===== config.mk =====
export PLATFORM = sky130hd
export DESIGN_NAME = ifu
export DESIGN_NICKNAME = d
export VERILOG_FILES = /design/src/rtl/npc_pkg.sv /design/src/rtl/ifu_perf_cnt.sv /design/src/rtl/ifu.sv
export SDC_FILE = /design/constraint.sdc
export NUM_CORES = 1
export LEC_CHECK = 0
export ABC_AREA = 1
export BUFFER_PORTS_ARGS = -buffer_cell sky130_fd_sc_hd__buf_4
export CAP_MARGIN = 10
export CORE_ASPECT_RATIO = 0.75
export CORE_UTILIZATION = 48
export DETAILED_ROUTE_END_ITERATION = 8
export PLACE_DENSITY_LB_ADDON = 0.05
export SETUP_SLACK_MARGIN = 0.02
export SLEW_MARGIN = 20
export SYNTH_ARGS = -nofsm -noshare
export SYNTH_HDL_FRONTEND = slang
export SYNTH_SLANG_ARGS = --single-unit
export TNS_END_PERCENT = 50

===== constraint.sdc =====
create_clock -name clk -period 4.1 [get_ports clk]
set_input_delay 0 -clock clk [delete_from_list [all_inputs] [get_ports clk]]
set_output_delay 0 -clock clk [all_outputs]
set_load 0.01 [all_outputs]

===== src/rtl/npc_pkg.sv =====
// npc_pkg: definitions shared by the NPC core pipeline stages (IFU, decode).
//   - ifu_state_e    : instruction-fetch FSM states
//   - XLEN           : datapath width; bus widths are derived from it
//   - RESET_PC_DEFAULT, EBREAK_INST : architectural constants
//   - if_to_id_t     : IF->ID payload layout, with pc in the upper half
package npc_pkg;

  localparam int unsigned XLEN           = 32;
  localparam int unsigned IF_TO_ID_BUS_W = 2 * XLEN;
  localparam int unsigned ID_TO_IF_BUS_W = XLEN;

  localparam logic [XLEN-1:0] RESET_PC_DEFAULT = 32'h8000_0000;
  // An ebreak is substituted on a fetch fault so that decode ends the simulation.
  localparam logic [XLEN-1:0] EBREAK_INST      = 32'h0010_0073;

  typedef enum logic [1:0] {
    IFU_FETCH = 2'd0,
    IFU_WAIT  = 2'd1,
    IFU_SEND  = 2'd2,
    IFU_NPC   = 2'd3
  } ifu_state_e;

  typedef struct packed {
    logic [XLEN-1:0] pc;
    logic [XLEN-1:0] inst;
  } if_to_id_t;

endpackage


===== src/rtl/ifu_perf_cnt.sv =====
// ifu_perf_cnt: fetch and stall event counters for the IFU.
// This module is instantiated only when IFU_PERF_EN is defined.
//   clk, rst      : core clock; asynchronous active-high reset
//   fetch_inc_i   : a memory response was accepted
//   stall_inc_i   : the IFU was blocked on memory this cycle
//   fetch_cnt_o   : count of accepted responses (wraps at 2^32)
//   stall_cnt_o   : count of memory stall cycles (wraps at 2^32)
module ifu_perf_cnt
  import npc_pkg::*;
(
  input  logic        clk,
  input  logic        rst,
  input  logic        fetch_inc_i,
  input  logic        stall_inc_i,
  output logic [31:0] fetch_cnt_o,
  output logic [31:0] stall_cnt_o
);

  logic [31:0] fetch_cnt_q, fetch_cnt_d;
  logic [31:0] stall_cnt_q, stall_cnt_d;

  always_comb begin
    fetch_cnt_d = fetch_cnt_q;
    stall_cnt_d = stall_cnt_q;
    if (fetch_inc_i) fetch_cnt_d = fetch_cnt_q + 32'd1;
    if (stall_inc_i) stall_cnt_d = stall_cnt_q + 32'd1;
  end

  always_ff @(posedge clk or posedge rst) begin
    if (rst) begin
      fetch_cnt_q <= '0;
      stall_cnt_q <= '0;
    end else begin
      fetch_cnt_q <= fetch_cnt_d;
      stall_cnt_q <= stall_cnt_d;
    end
  end

  assign fetch_cnt_o = fetch_cnt_q;
  assign stall_cnt_o = stall_cnt_q;

endmodule


===== src/rtl/ifu.sv =====
// ifu: instruction fetch unit of the multi-cycle NPC core.
// The IFU fetches one instruction at the current pc, passes {pc, inst} to
// decode, and then waits for decode to return the next pc.
//   clk, rst            : core clock; asynchronous active-high reset
//   imem_req_*          : request channel (valid/ready) and imem_addr
//   imem_resp_*         : response channel (valid/ready), imem_rdata, imem_resp_err
//   if_to_id_*          : {pc, inst} to decode (valid/ready)
//   id_to_if_*          : dnpc from decode (valid/ready)
//   fetch_misalign      : sticky flag; set when a dnpc had bits [1:0] != 0
// When the macro IFU_PERF_EN is defined, the module also has the outputs
// perf_fetch_cnt and perf_stall_cnt.
module ifu
  import npc_pkg::*;
#(
  parameter int unsigned           DATA_WIDTH = XLEN,
  parameter logic [DATA_WIDTH-1:0] RESET_PC   = DATA_WIDTH'(RESET_PC_DEFAULT)
) (
  input  logic                    clk,
  input  logic                    rst,
  output logic                    imem_req_valid,
  input  logic                    imem_req_ready,
  output logic [DATA_WIDTH-1:0]   imem_addr,
  input  logic                    imem_resp_valid,
  output logic                    imem_resp_ready,
  input  logic [DATA_WIDTH-1:0]   imem_rdata,
  input  logic                    imem_resp_err,
  output logic [2*DATA_WIDTH-1:0] if_to_id_bus,
  output logic                    if_to_id_valid,
  input  logic                    id_to_if_ready,
  input  logic [DATA_WIDTH-1:0]   id_to_if_bus,
  input  logic                    id_to_if_valid,
  output logic                    if_to_id_ready,
  output logic                    fetch_misalign
`ifdef IFU_PERF_EN
  ,
  output logic [31:0]             perf_fetch_cnt,
  output logic [31:0]             perf_stall_cnt
`endif
);

  ifu_state_e            state_q, state_d;
  logic [DATA_WIDTH-1:0] pc_q, pc_d;
  logic [DATA_WIDTH-1:0] inst_q, inst_d;
  logic                  misalign_q, misalign_d;
  logic                  req_valid_q, req_valid_d;
  logic                  resp_ready_q, resp_ready_d;
  logic                  id_valid_q, id_valid_d;
  logic                  npc_ready_q, npc_ready_d;

  // Each handshake uses the registered valid or ready of its own state.
  logic req_fire, resp_fire, send_fire, npc_fire;
  assign req_fire  = req_valid_q  & imem_req_ready;
  assign resp_fire = resp_ready_q & imem_resp_valid;
  assign send_fire = id_valid_q   & id_to_if_ready;
  assign npc_fire  = npc_ready_q  & id_to_if_valid;

  // Next-state logic, datapath, and output decode.
  // The valid/ready outputs are registered versions of the decode of state_d.
  // As a result, they are all low during reset and change on the same edge as the state.
  always_comb begin
    state_d    = state_q;
    pc_d       = pc_q;
    inst_d     = inst_q;
    misalign_d = misalign_q;

    unique case (state_q)
      IFU_FETCH: begin
        if (req_fire) state_d = IFU_WAIT;
      end
      IFU_WAIT: begin
        if (resp_fire) begin
          inst_d  = imem_resp_err ? DATA_WIDTH'(EBREAK_INST) : imem_rdata;
          state_d = IFU_SEND;
        end
      end
      IFU_SEND: begin
        if (send_fire) state_d = IFU_NPC;
      end
      IFU_NPC: begin
        if (npc_fire) begin
          // The low bits are dropped so that fetch stays word aligned.
          // The flag records that a misaligned dnpc was received.
          pc_d = {id_to_if_bus[DATA_WIDTH-1:2], 2'b00};
          if (id_to_if_bus[1:0] != 2'b00) misalign_d = 1'b1;
          state_d = IFU_FETCH;
        end
      end
      default: state_d = IFU_FETCH;
    endcase

    req_valid_d  = (state_d == IFU_FETCH);
    resp_ready_d = (state_d == IFU_WAIT);
    id_valid_d   = (state_d == IFU_SEND);
    npc_ready_d  = (state_d == IFU_NPC);
  end

  // State, pc, instruction, and registered handshake outputs.
  always_ff @(posedge clk or posedge rst) begin
    if (rst) begin
      state_q      <= IFU_FETCH;
      pc_q         <= RESET_PC;
      inst_q       <= '0;
      misalign_q   <= 1'b0;
      req_valid_q  <= 1'b0;
      resp_ready_q <= 1'b0;
      id_valid_q   <= 1'b0;
      npc_ready_q  <= 1'b0;
    end else begin
      state_q      <= state_d;
      pc_q         <= pc_d;
      inst_q       <= inst_d;
      misalign_q   <= misalign_d;
      req_valid_q  <= req_valid_d;
      resp_ready_q <= resp_ready_d;
      id_valid_q   <= id_valid_d;
      npc_ready_q  <= npc_ready_d;
    end
  end

  assign imem_req_valid  = req_valid_q;
  assign imem_addr       = pc_q;
  assign imem_resp_ready = resp_ready_q;
  assign if_to_id_valid  = id_valid_q;
  assign if_to_id_bus    = {pc_q, inst_q};
  assign if_to_id_ready  = npc_ready_q;
  assign fetch_misalign  = misalign_q;

`ifdef IFU_PERF_EN
  // A stall is a cycle in which the IFU offers a handshake and memory does not complete it.
  ifu_perf_cnt u_perf_cnt (
    .clk         (clk),
    .rst         (rst),
    .fetch_inc_i (resp_fire),
    .stall_inc_i ((req_valid_q & ~imem_req_ready) | (resp_ready_q & ~imem_resp_valid)),
    .fetch_cnt_o (perf_fetch_cnt),
    .stall_cnt_o (perf_stall_cnt)
  );
`endif

endmodule


==> results.py, run 1 <==
metrics = {
    "run_status": {
        "status": "completed",
    },
    "die": {
        "core_um2": 6290,
        "die_area_um2": 6820,
        "io_pins": 172,
        "die_x_um": 95.0,
        "die_h_um": 71.8,
        "row_count": 25,
        "initial_utilization_pct": 49.6,
    },
    "finish": {
        "n_antenna_cell": 0,
        "regArea_um2": 1730,
        "fillers": 422,
        "stdcell_count": 626,
        "nNetsFinal": 611,
        "drive_gt1_share_pct": 38.9,
        "multi_input_area_um2": 997,
        "synthToLayoutAreaGrowth_pct": 64.1,
    },
    "sta": {
        "finalSetupViolations": 0,
        "fin_crit_ns": 2.28,
        "max_freq_mhz": 438,
        "rsz0062_at_grt": "false",
        "finalClockSkew_ns": 0.00515,
        "worstMarginPinSlew_ns": 1.08,
        "final.setup.tns_ns": 0,
        "slew_headroom_pct": 27.9,
        "drv_slew": 0,
        "period_share_pct": 55.7,
        "finalWorstSetupSlack_ns": 1.82,
        "hold_viol_final": 0,
    },
    "clock_network": {
        "cts-root-buf": "clkbuf_8",
        "clock_path_buffers": 2,
        "cts_tree": "yes",
        "cts_buffers": 9,
        "htreeDepth": 3,
        "ctsResizeCount": 0,
        "clock_latency_ns": 0.34,
        "clkSlewWorstSetupHoldPaths_ns": 0.07,
        "clock-sinks": 69,
    },
    "job": {
        "drv_cap": 0,
    },
    "grt": {
        "grt_pass1_wl_um": 13200,
        "gr-total-overflow": 0,
        "antenna_found_initial": 0,
        "grt_start_max_net_pins": 70,
        "first_global_vias": 2726,
        "track_usage_pct": 25.8,
    },
    "setup_path": {
        "critPathTopFamily": "flip-flops",
        "cp_data_required_time_ns": 4.37,
        "crit_path_top_delay_cell": "dfrtp_1",
        "crit_path_max_incr_delay_ns": 0.94,
        "cp_max_fo": 32,
        "start_kind": "register",
        "cp_cell_sequence": "nand2_1 > nor2_2 > buf_4 > inv_2 > nand2_1 > inv_1 > a21oi_1",
        "setup.worst_path.class": "reg -> reg",
        "cp_common_cell": "nand2_1",
        "critPathArrivalTime_ns": 2.55,
        "cp-end-kind": "register",
        "crit_buf_inv": 3,
    },
    "synthesis": {
        "synth_cell_types": 22,
        "yosysMostFrequentCell": "nand2_1",
        "netlist.area_leader.share_pct": 54.6,
        "async_flop_share_pct": 100,
        "yosys_register_bits": 69,
        "synth_top_area_cell": "dfrtp_1",
        "postSynthCellCount": 335,
        "synth_edf_count": 0,
        "synthTopCellsByArea": "dfrtp_1 (55%), nand2_1 (15%), buf_4 (8.2%), nand3_2 (6.4%), o21ai_0 (3.9%)",
        "ys.flop_type": "dfrtp_1",
        "yosysSeqAreaShare_pct": 55.4,
        "yosys_warnings": 0,
        "syn_area_um2": 3120,
        "syn_avg_cell_area_um2": 9.30,
        "synth_common_cells": "nand2_1 (124), dfrtp_1 (68), buf_4 (34)",
    },
    "placed_design": {
        "dp_cells": 537,
        "globalplace.congestion": 0.759,
        "dp_hpwl_um": 5020,
        "place_ws_ns": 1.79,
        "port_buffers": 167,
    },
    "detailed_routing": {
        "drtPass1Iterations": 4,
        "via_per_inst": 4.77,
        "drt_iter0_drc": 86,
        "num_vias": 2983,
        "drt-total-wl_um": 8550,
        "drc": 0,
        "wl_per_cell_um": 13.7,
        "ant_nets": 0,
    },
    "min_path": {
        "hp-class": "in -> reg",
    },
    "pwr": {
        "p_per_area_nw_per_um2": 658,
        "leakagePower_nw": 2.74,
        "peakVddDrop_v": 0.000361,
    },
}
==> per-stage QoR <==
stage	total power, mW	hold WS (ns)	util (%)	area (um^2)
final	3.37	0.0199	81.3	5110
after global placement	2.57	0.202	65.6	4130
after detailed placement	2.60	0.206	65.6	4130
after global routing	3.59	0.0341	81.3	5110
after CTS	3.36	0.00456	81.3	5110
after floorplan	1.97	0.0954	-	3130
==> cell type report <==
class / count / share of cell area (%)
clock buffer: 11 / 2.96
sequential: 69 / 33.8
timing repair buffer: 242 / 39.1
multi-input combinational: 210 / 19.5
inverter: 8 / 0.587
tap: 81 / 1.98
clock inverter: 5 / 2.08
==> path summary, 6_finish.rpt <==
path	startpoint	to	slack (ns)	cells after the start
hold / removal	imem_resp_err	inst_q[5]$_DFFE_PP0P_	0.02	3
max in group asynchronous	rst	imem_addr[22]$_DFFE_PP0P_	3.06	4
setup reg to reg	state_q[1]$_DFF_PP0_	imem_req_valid$_DFF_PP0_	1.82	7
setup / recovery	state_q[1]$_DFF_PP0_	imem_req_valid$_DFF_PP0_	1.82	7
hold reg to reg	imem_addr[31]$_DFFE_PP1P_	imem_addr[31]$_DFFE_PP1P_	0.49	2
min in group asynchronous	rst	inst_q[21]$_DFFE_PP0P_	0.50	4
==> kinds of logic after synthesis <==
family	count (synthesis)	synth area share [%]
buffers and inverters	59	12.9
flip-flops	69	55.4
AO/OA/AOI/OAI	35	5.70
AND/OR/NAND/NOR	171	25.8
other	1	0.120
==> per-layer routing <==
metal	vias to the layer above	GRT usage (%)	wire length (um)
li1	1428	-	-
met1	1424	33.2	3630
met2	119	41.6	4210
met3	12	7.54	556
met4	0	9.26	155
met5	-	0	0
==> worst register-to-register path: stages (launching register included) <==
cell	delay (ns)
dfrtp_1	0.94
nand2_1	0.18
nor2_2	0.12
buf_4	0.31
inv_2	0.31
nand2_1	0.17
inv_1	0.08
a21oi_1	0.11
==> layout by cell type (no fill, tap or decap) <==
cell / synthesis / final
inv_2: 2 / 3
o21ai_1: 2 / 2
nand3_2: 20 / 20
a21oi_1: 8 / 8
o21ai_0: 24 / 24
nor2_1: 14 / 14
bufinv_16: 0 / 3
dfrtp_1: 68 / 68
clkbuf_8: 0 / 11
clkinvlp_4: 0 / 1
dlygate4sd3_1: 0 / 73
conb_1: 1 / 4
nand4_1: 1 / 1
inv_1: 6 / 5
clkinv_4: 0 / 1
nor2_4: 1 / 1
nand3_4: 1 / 1
nand2_1: 124 / 124
nand3_1: 9 / 9
nor2_2: 1 / 1
buf_4: 34 / 169
o21bai_1: 1 / 1
dfstp_2: 1 / 1
==> sequential cells by signal (all words and copies together) (netlist names) <==
register,flops
fetch_misalign,1
if_to_id_ready,1
if_to_id_valid,1
imem_addr,30
imem_req_valid,1
imem_resp_ready,1
inst_q,32
state_q,2
==> timing repair <==
item | 4_1_cts | 5_1_grt
buffers inserted | 0 | 0
endpoints found under the hold margin | 134 | 0
hold buffers | 73 | 0
==> report_power, final <==
part	switching [mW]	internal (mW)	total, mW
combinational	0.671	0.745	1.42
sequential	0.262	0.991	1.25
clock	0.259	0.438	0.697
total	1.19	2.17	3.37
(Power assumes the default switching activity.)
==> inputs of run 2 (changes only) <==
--- a/config.mk
+++ b/config.mk
@@ -9,7 +9,7 @@
 export BUFFER_PORTS_ARGS = -buffer_cell sky130_fd_sc_hd__buf_4
 export CAP_MARGIN = 10
 export CORE_ASPECT_RATIO = 0.75
-export CORE_UTILIZATION = 48
+export CORE_UTILIZATION = 40
 export DETAILED_ROUTE_END_ITERATION = 8
 export PLACE_DENSITY_LB_ADDON = 0.05
 export SETUP_SLACK_MARGIN = 0.02
==> constraint.sdc (replaced) <==
create_clock -name clk -period 1.89 [get_ports clk]
set_input_delay 0 -clock clk [delete_from_list [all_inputs] [get_ports clk]]
set_output_delay 0 -clock clk [all_outputs]
set_load 0.01 [all_outputs]
==> run 2 against run 1 <==
  * Register-to-register slack worse by 1.4 ns
  * Worst setup slack worse by 1.4 ns
  * Non-clock buffer count up 4
  * Power up 110%
  * Die area up 19%
  * Sequential power up 110%
  * Routed wire length down 2.4%
  * Sequential cell count unchanged
  * Cell area up 1.2%
  * Combinational power up 120%
  * Largest cell class unchanged
  * Largest power group unchanged
  * Highest routed layer unchanged
==> results.py, run 2 (synthesized netlist as in run 1, its figures left out) <==
metrics = {
    "run_status": {
        "status": "completed",
    },
    "finish": {
        "fillers": 581,
        "stdcell_count": 650,
        "final_common_cell": "buf_4",
        "n_antenna_cell": 0,
        "largest_register_ffs": 32,
        "layout_common_cells": "buf_4 (169), nand2_1 (124), dlygate4sd3_1 (74)",
        "drive_gt1_share_pct": 39.0,
        "top_register": "inst_q",
        "final_core_util_pct": 69.6,
        "multi_input_area_um2": 997,
        "nNetsFinal": 615,
        "synthToLayoutAreaGrowth_pct": 66.1,
        "regArea_um2": 1730,
    },
    "detailed_routing": {
        "drt-total-wl_um": 8350,
        "drt_iter0_drc": 139,
        "drc": 0,
        "via_per_inst": 4.47,
        "wl_met2_um": 3990,
        "met3_length_um": 553,
        "num_vias": 2907,
        "drtPass1Iterations": 4,
        "wl_per_cell_um": 12.8,
        "topRoutingLayerUsed": "met4",
        "wl_met1_um": 3750,
        "ant_nets": 0,
    },
    "sta": {
        "fin_crit_ns": 1.43,
        "hold_viol_final": 0,
        "max_freq_mhz": 700,
        "finalSetupViolations": 0,
        "period_share_pct": 75.6,
        "worstMarginPinSlew_ns": 0.659,
        "final.setup.tns_ns": 0,
        "slew_headroom_pct": 56.0,
        "drv_slew": 0,
        "timing.hold.ws_ns": 0.169,
        "finalClockSkew_ns": 0.00701,
        "rsz0062_at_grt": "false",
    },
    "pwr": {
        "p_per_area_nw_per_um2": 1380,
        "peakVddDrop_v": 0.000686,
        "leakagePower_nw": 2.76,
        "power_mw": 7.14,
    },
    "die": {
        "die_x_um": 104,
        "die_area_um2": 8150,
        "core_um2": 7430,
        "row_count": 27,
        "io_pins": 172,
        "die_h_um": 78.4,
        "initial_utilization_pct": 41.9,
    },
    "placed_design": {
        "dp_hpwl_um": 5100,
        "port_buffers": 167,
        "dp_cells": 560,
        "globalplace.congestion": 0.719,
    },
    "clock_network": {
        "cts-root-buf": "clkbuf_8",
        "clkSlewWorstSetupHoldPaths_ns": 0.07,
        "ctsResizeCount": 0,
        "clock-sinks": 69,
        "htreeDepth": 3,
        "cts_tree": "yes",
        "clock_latency_ns": 0.34,
        "clock_path_buffers": 2,
        "cts_buffers": 9,
    },
    "setup_path": {
        "crit_path_max_incr_delay_ns": 0.53,
        "cp_max_fo": 29,
        "r2r-start": "state_q[1]$_DFF_PP0_",
        "setup.worst_path.class": "reg -> reg",
        "cp_cell_sequence": "buf_4 > nand4_1 > nand2_1 > dlygate4sd3_1",
        "crit_path_top_delay_cell": "dlygate4sd3_1",
        "critPathLaunch": "state_q[1]$_DFF_PP0_",
        "start_kind": "register",
        "cp_data_required_time_ns": 2.17,
        "cp-end-kind": "register",
        "critPathArrivalTime_ns": 1.70,
    },
    "grt": {
        "gr-total-overflow": 0,
        "grt_pass1_wl_um": 13800,
        "first_global_vias": 2790,
        "track_usage_pct": 21.3,
        "grt_start_max_net_pins": 39,
        "antenna_found_initial": 0,
    },
    "min_path": {
        "hp-class": "in -> reg",
        "hold_path.startpoint": "id_to_if_valid",
    },
    "job": {
        "drv_cap": 0,
    },
}
-- run 2: cell count changes in the layout (fill, tap and decap cells not counted), sizes merged --
cell / before / now
clkbuf: 11 / 12
clkinv: 1 / 2
bufinv: 3 / 2
clkinvlp: 1 / 0
dlygate4sd3: 73 / 74
buf: 169 / 172
-- run 2: worst paths after layout --
check | slack [ns] | endpoint | cells after the start
max in group asynchronous | 1.14 | imem_addr[31]$_DFFE_PP1P_ | 4
setup / recovery | 0.46 | if_to_id_ready$_DFF_PP0_ | 4
hold / removal | 0.17 | if_to_id_valid$_DFF_PP0_ | 5
min in group asynchronous | 0.22 | inst_q[27]$_DFFE_PP0P_ | 3
setup reg to reg | 0.46 | if_to_id_ready$_DFF_PP0_ | 4
hold reg to reg | 0.48 | imem_addr[31]$_DFFE_PP1P_ | 2
-- run 2: area by class of cell --
type | instances | share of cell area [%]
clock buffers | 12 | 3.00
clock inverters | 4 | 1.35
inverters | 8 | 0.580
multi-input cells | 210 | 19.3
flip-flops and latches | 69 | 33.4
well taps | 101 | 2.44
repair buffers | 246 | 40.0
-- run 2: worst max-delay path: cells and delay by family, from the launching register on --
family / cells / cell delay [ns]
flip-flops: 1 / 0.34
buffers and inverters: 2 / 0.82
AND/OR/NAND/NOR: 2 / 0.20
-- run 2: timing repair --
item | 4_1_cts | 5_1_grt
setup endpoints to repair | 0 | 0
endpoints found under the hold margin | 134 | 0
hold buffers | 74 | 0
setup buffers | 0 | 0
-- run 2: power breakdown --
group	switching [mW]	internal, mW
combinational	1.52	1.65
sequential	0.477	2.15
clock	0.532	0.811
total	2.53	4.61
-- run 2: metrics by stage --
stage | instance area (um^2) | setup slack (ns)
finish | 5180 | 0.461
floorplan | 3130 | 0.152
global placement | 4210 | 0.519
CTS | 5180 | 0.444
global route | 5180 | 0.286
detailed placement | 4210 | 0.466
-- run 2: metal layers --
layer	vias up	GRT usage [%]
met5	-	0
met4	0	5.00
met3	6	7.39
met2	113	33.8
met1	1346	28.0
li1	1442	-
==> inputs of run 3 (changes only) <==
==> constraint.sdc (replaced) <==
create_clock -name clk -period 1.3 [get_ports clk]
set_input_delay 0 -clock clk [delete_from_list [all_inputs] [get_ports clk]]
set_output_delay 0 -clock clk [all_outputs]
set_load 0.01 [all_outputs]
==> run 3 against run 2 <==
  * Via count is 2.8% higher
  * Register-to-register slack worse by 0.38 ns
  * Die area is the same
  * Critical endpoint is now inst_q[0]$_DFFE_PP0P_
  * Count of clock-buffer cells in the layout did not move
  * Combinational power grew 48%
  * Cell area up 1.6%
  * Largest power group unchanged
  * Sequential share of layout area is 0.51 points lower
  * Clock skew grew 0.0016 ns
  * Clock power up 58%
  * Core utilization increased by 1.1 points
  * Power increased by 49%
  * Hold slack worse by 0.14 ns
  * Critical path type unchanged
==> results.py, run 3 (synthesized netlist as in run 1, its figures left out) <==
metrics = {
    "run_status": {
        "status": "completed",
    },
    "sta": {
        "drv_slew": 0,
        "rsz0062_at_grt": "true",
        "hold_viol_final": 0,
        "period_share_pct": 94.0,
        "fin_crit_ns": 1.22,
        "finalClockSkew_ns": 0.00862,
        "timing.hold.ws_ns": 0.0306,
        "finalSetupViolations": 0,
        "max_freq_mhz": 818,
        "finalWorstSetupSlack_ns": 0.0774,
    },
    "detailed_routing": {
        "ant_nets": 0,
        "drtPass1Iterations": 4,
        "wl_met1_um": 3830,
        "via_per_inst": 4.56,
        "wl_met2_um": 4130,
        "drt-total-wl_um": 8600,
        "drc": 0,
        "num_vias": 2989,
        "met3_length_um": 556,
        "topRoutingLayerUsed": "met4",
        "drt_iter0_drc": 79,
        "wl_per_cell_um": 13.1,
    },
    "die": {
        "die_x_um": 104,
        "die_area_um2": 8150,
        "core_um2": 7430,
        "initial_utilization_pct": 41.9,
        "die_h_um": 78.4,
        "row_count": 27,
        "io_pins": 172,
    },
    "placed_design": {
        "place_ws_ns": 0.0376,
        "globalplace.congestion": 0.704,
        "dp_hpwl_um": 5400,
        "placed_cell_area_um2": 4270,
        "port_buffers": 167,
        "dp_cells": 566,
    },
    "grt": {
        "grt_pass1_wl_um": 13900,
        "first_global_vias": 2772,
        "antenna_found_initial": 0,
        "track_usage_pct": 21.6,
        "grt_start_max_net_pins": 70,
        "gr-total-overflow": 0,
    },
    "finish": {
        "layout_common_cells": "buf_4 (172), nand2_1 (124), dlygate4sd3_1 (73)",
        "stdcell_count": 655,
        "nNetsFinal": 620,
        "top_register": "inst_q",
        "synthToLayoutAreaGrowth_pct": 68.8,
        "fillers": 583,
        "n_antenna_cell": 0,
        "final_core_util_pct": 70.8,
        "largest_register_ffs": 32,
        "drive_gt1_share_pct": 39.7,
        "final_cell_area_um2": 5260,
        "final_common_cell": "buf_4",
    },
    "clock_network": {
        "clock_latency_ns": 0.34,
        "cts_tree": "yes",
        "cts_buffers": 9,
        "clkSlewWorstSetupHoldPaths_ns": 0.07,
        "clock-sinks": 69,
        "post_cts_buffers": 0,
        "clock_path_buffers": 2,
        "cts-root-buf": "clkbuf_8",
        "htreeDepth": 3,
    },
    "setup_path": {
        "crit_path_max_incr_delay_ns": 0.42,
        "cp_data_required_time_ns": 1.55,
        "setup.worst_path.class": "reg -> reg",
        "crit_path_top_delay_cell": "dfrtp_1",
        "reg2reg_depth": 5,
        "r2r-start": "state_q[0]$_DFF_PP0_",
        "critPathArrivalTime_ns": 1.48,
        "cp-end-kind": "register",
        "r2r-end": "inst_q[0]$_DFFE_PP0P_",
        "start_kind": "register",
        "cp_cell_sequence": "nand3_4 > nor2_4 > buf_12 > nor2_1 > a21oi_1",
        "r2r_slack_ns": 0.08,
        "cp_max_fo": 18,
    },
    "min_path": {
        "hold_path.startpoint": "imem_resp_err",
        "holdPathEnd": "inst_q[6]$_DFFE_PP0P_",
        "hp-class": "in -> reg",
        "hold_depth": 3,
    },
    "job": {
        "drv_cap": 0,
    },
    "pwr": {
        "leakagePower_nw": 2.79,
        "p_per_area_nw_per_um2": 2020,
        "peakVddDrop_v": 0.00108,
    },
}
run 3: worst max path at each step:
stage,from,cells after the start,end
floorplan,imem_resp_ready$_DFF_PP0_,6,inst_q[15]$_DFFE_PP0P_
global placement,state_q[1]$_DFF_PP0_,5,imem_addr[19]$_DFFE_PP0P_
detailed placement,state_q[1]$_DFF_PP0_,5,imem_addr[12]$_DFFE_PP0P_
CTS,state_q[1]$_DFF_PP0_,6,imem_addr[27]$_DFFE_PP0P_
global route,state_q[0]$_DFF_PP0_,5,inst_q[0]$_DFFE_PP0P_
finish,state_q[0]$_DFF_PP0_,5,inst_q[0]$_DFFE_PP0P_
run 3: repair_timing:
action / 4_1_cts / 5_1_grt
endpoints found under the hold margin: 134 / 0
hold buffers: 73 / 0
gates resized for setup: 1 / 6
setup endpoints to repair: 1 / 36
run 3: cell type report:
type                    instances  area [um^2]  area share (%)
inverters                       8         33.8           0.642
flip-flops and latches         69         1730            32.9
clock inverters                 4         95.1            1.81
multi-input cells             210         1000            19.1
well taps                     101          126            2.40
clock buffers                  12          145            2.76
repair buffers                251         2130            40.5
run 3: per-layer routing:
metal / up-vias / global-route usage, %
li1: 1450 / -
met5: - / 0
met4: 0 / 5.14
met2: 119 / 34.9
met3: 9 / 6.73
met1: 1411 / 28.5
run 3: worst max-delay path, delay by kind of cell (launching register included):
| kind | cells | cell delay, ns |
|---|---|---|
| compound gates | 1 | 0.16 |
| buf+inv | 1 | 0.17 |
| flops | 1 | 0.42 |
| simple gates | 3 | 0.40 |
run 3: where the power goes:
group / internal, mW / switching, mW / leakage (nW)
Combinational: 2.45 / 2.24 / 1.79
Sequential: 3.13 / 0.707 / 0.877
Clock: 1.33 / 0.794 / 0.121
Total: 6.90 / 3.74 / 2.79
run 3: stage by stage:
stage                     TNS [ns]  power [mW]
after floorplan                  0        6.21
after global placement           0        8.27
after detailed placement         0        8.34
after CTS                        0        10.7
after global routing       -0.0357        11.4
final                            0        10.6
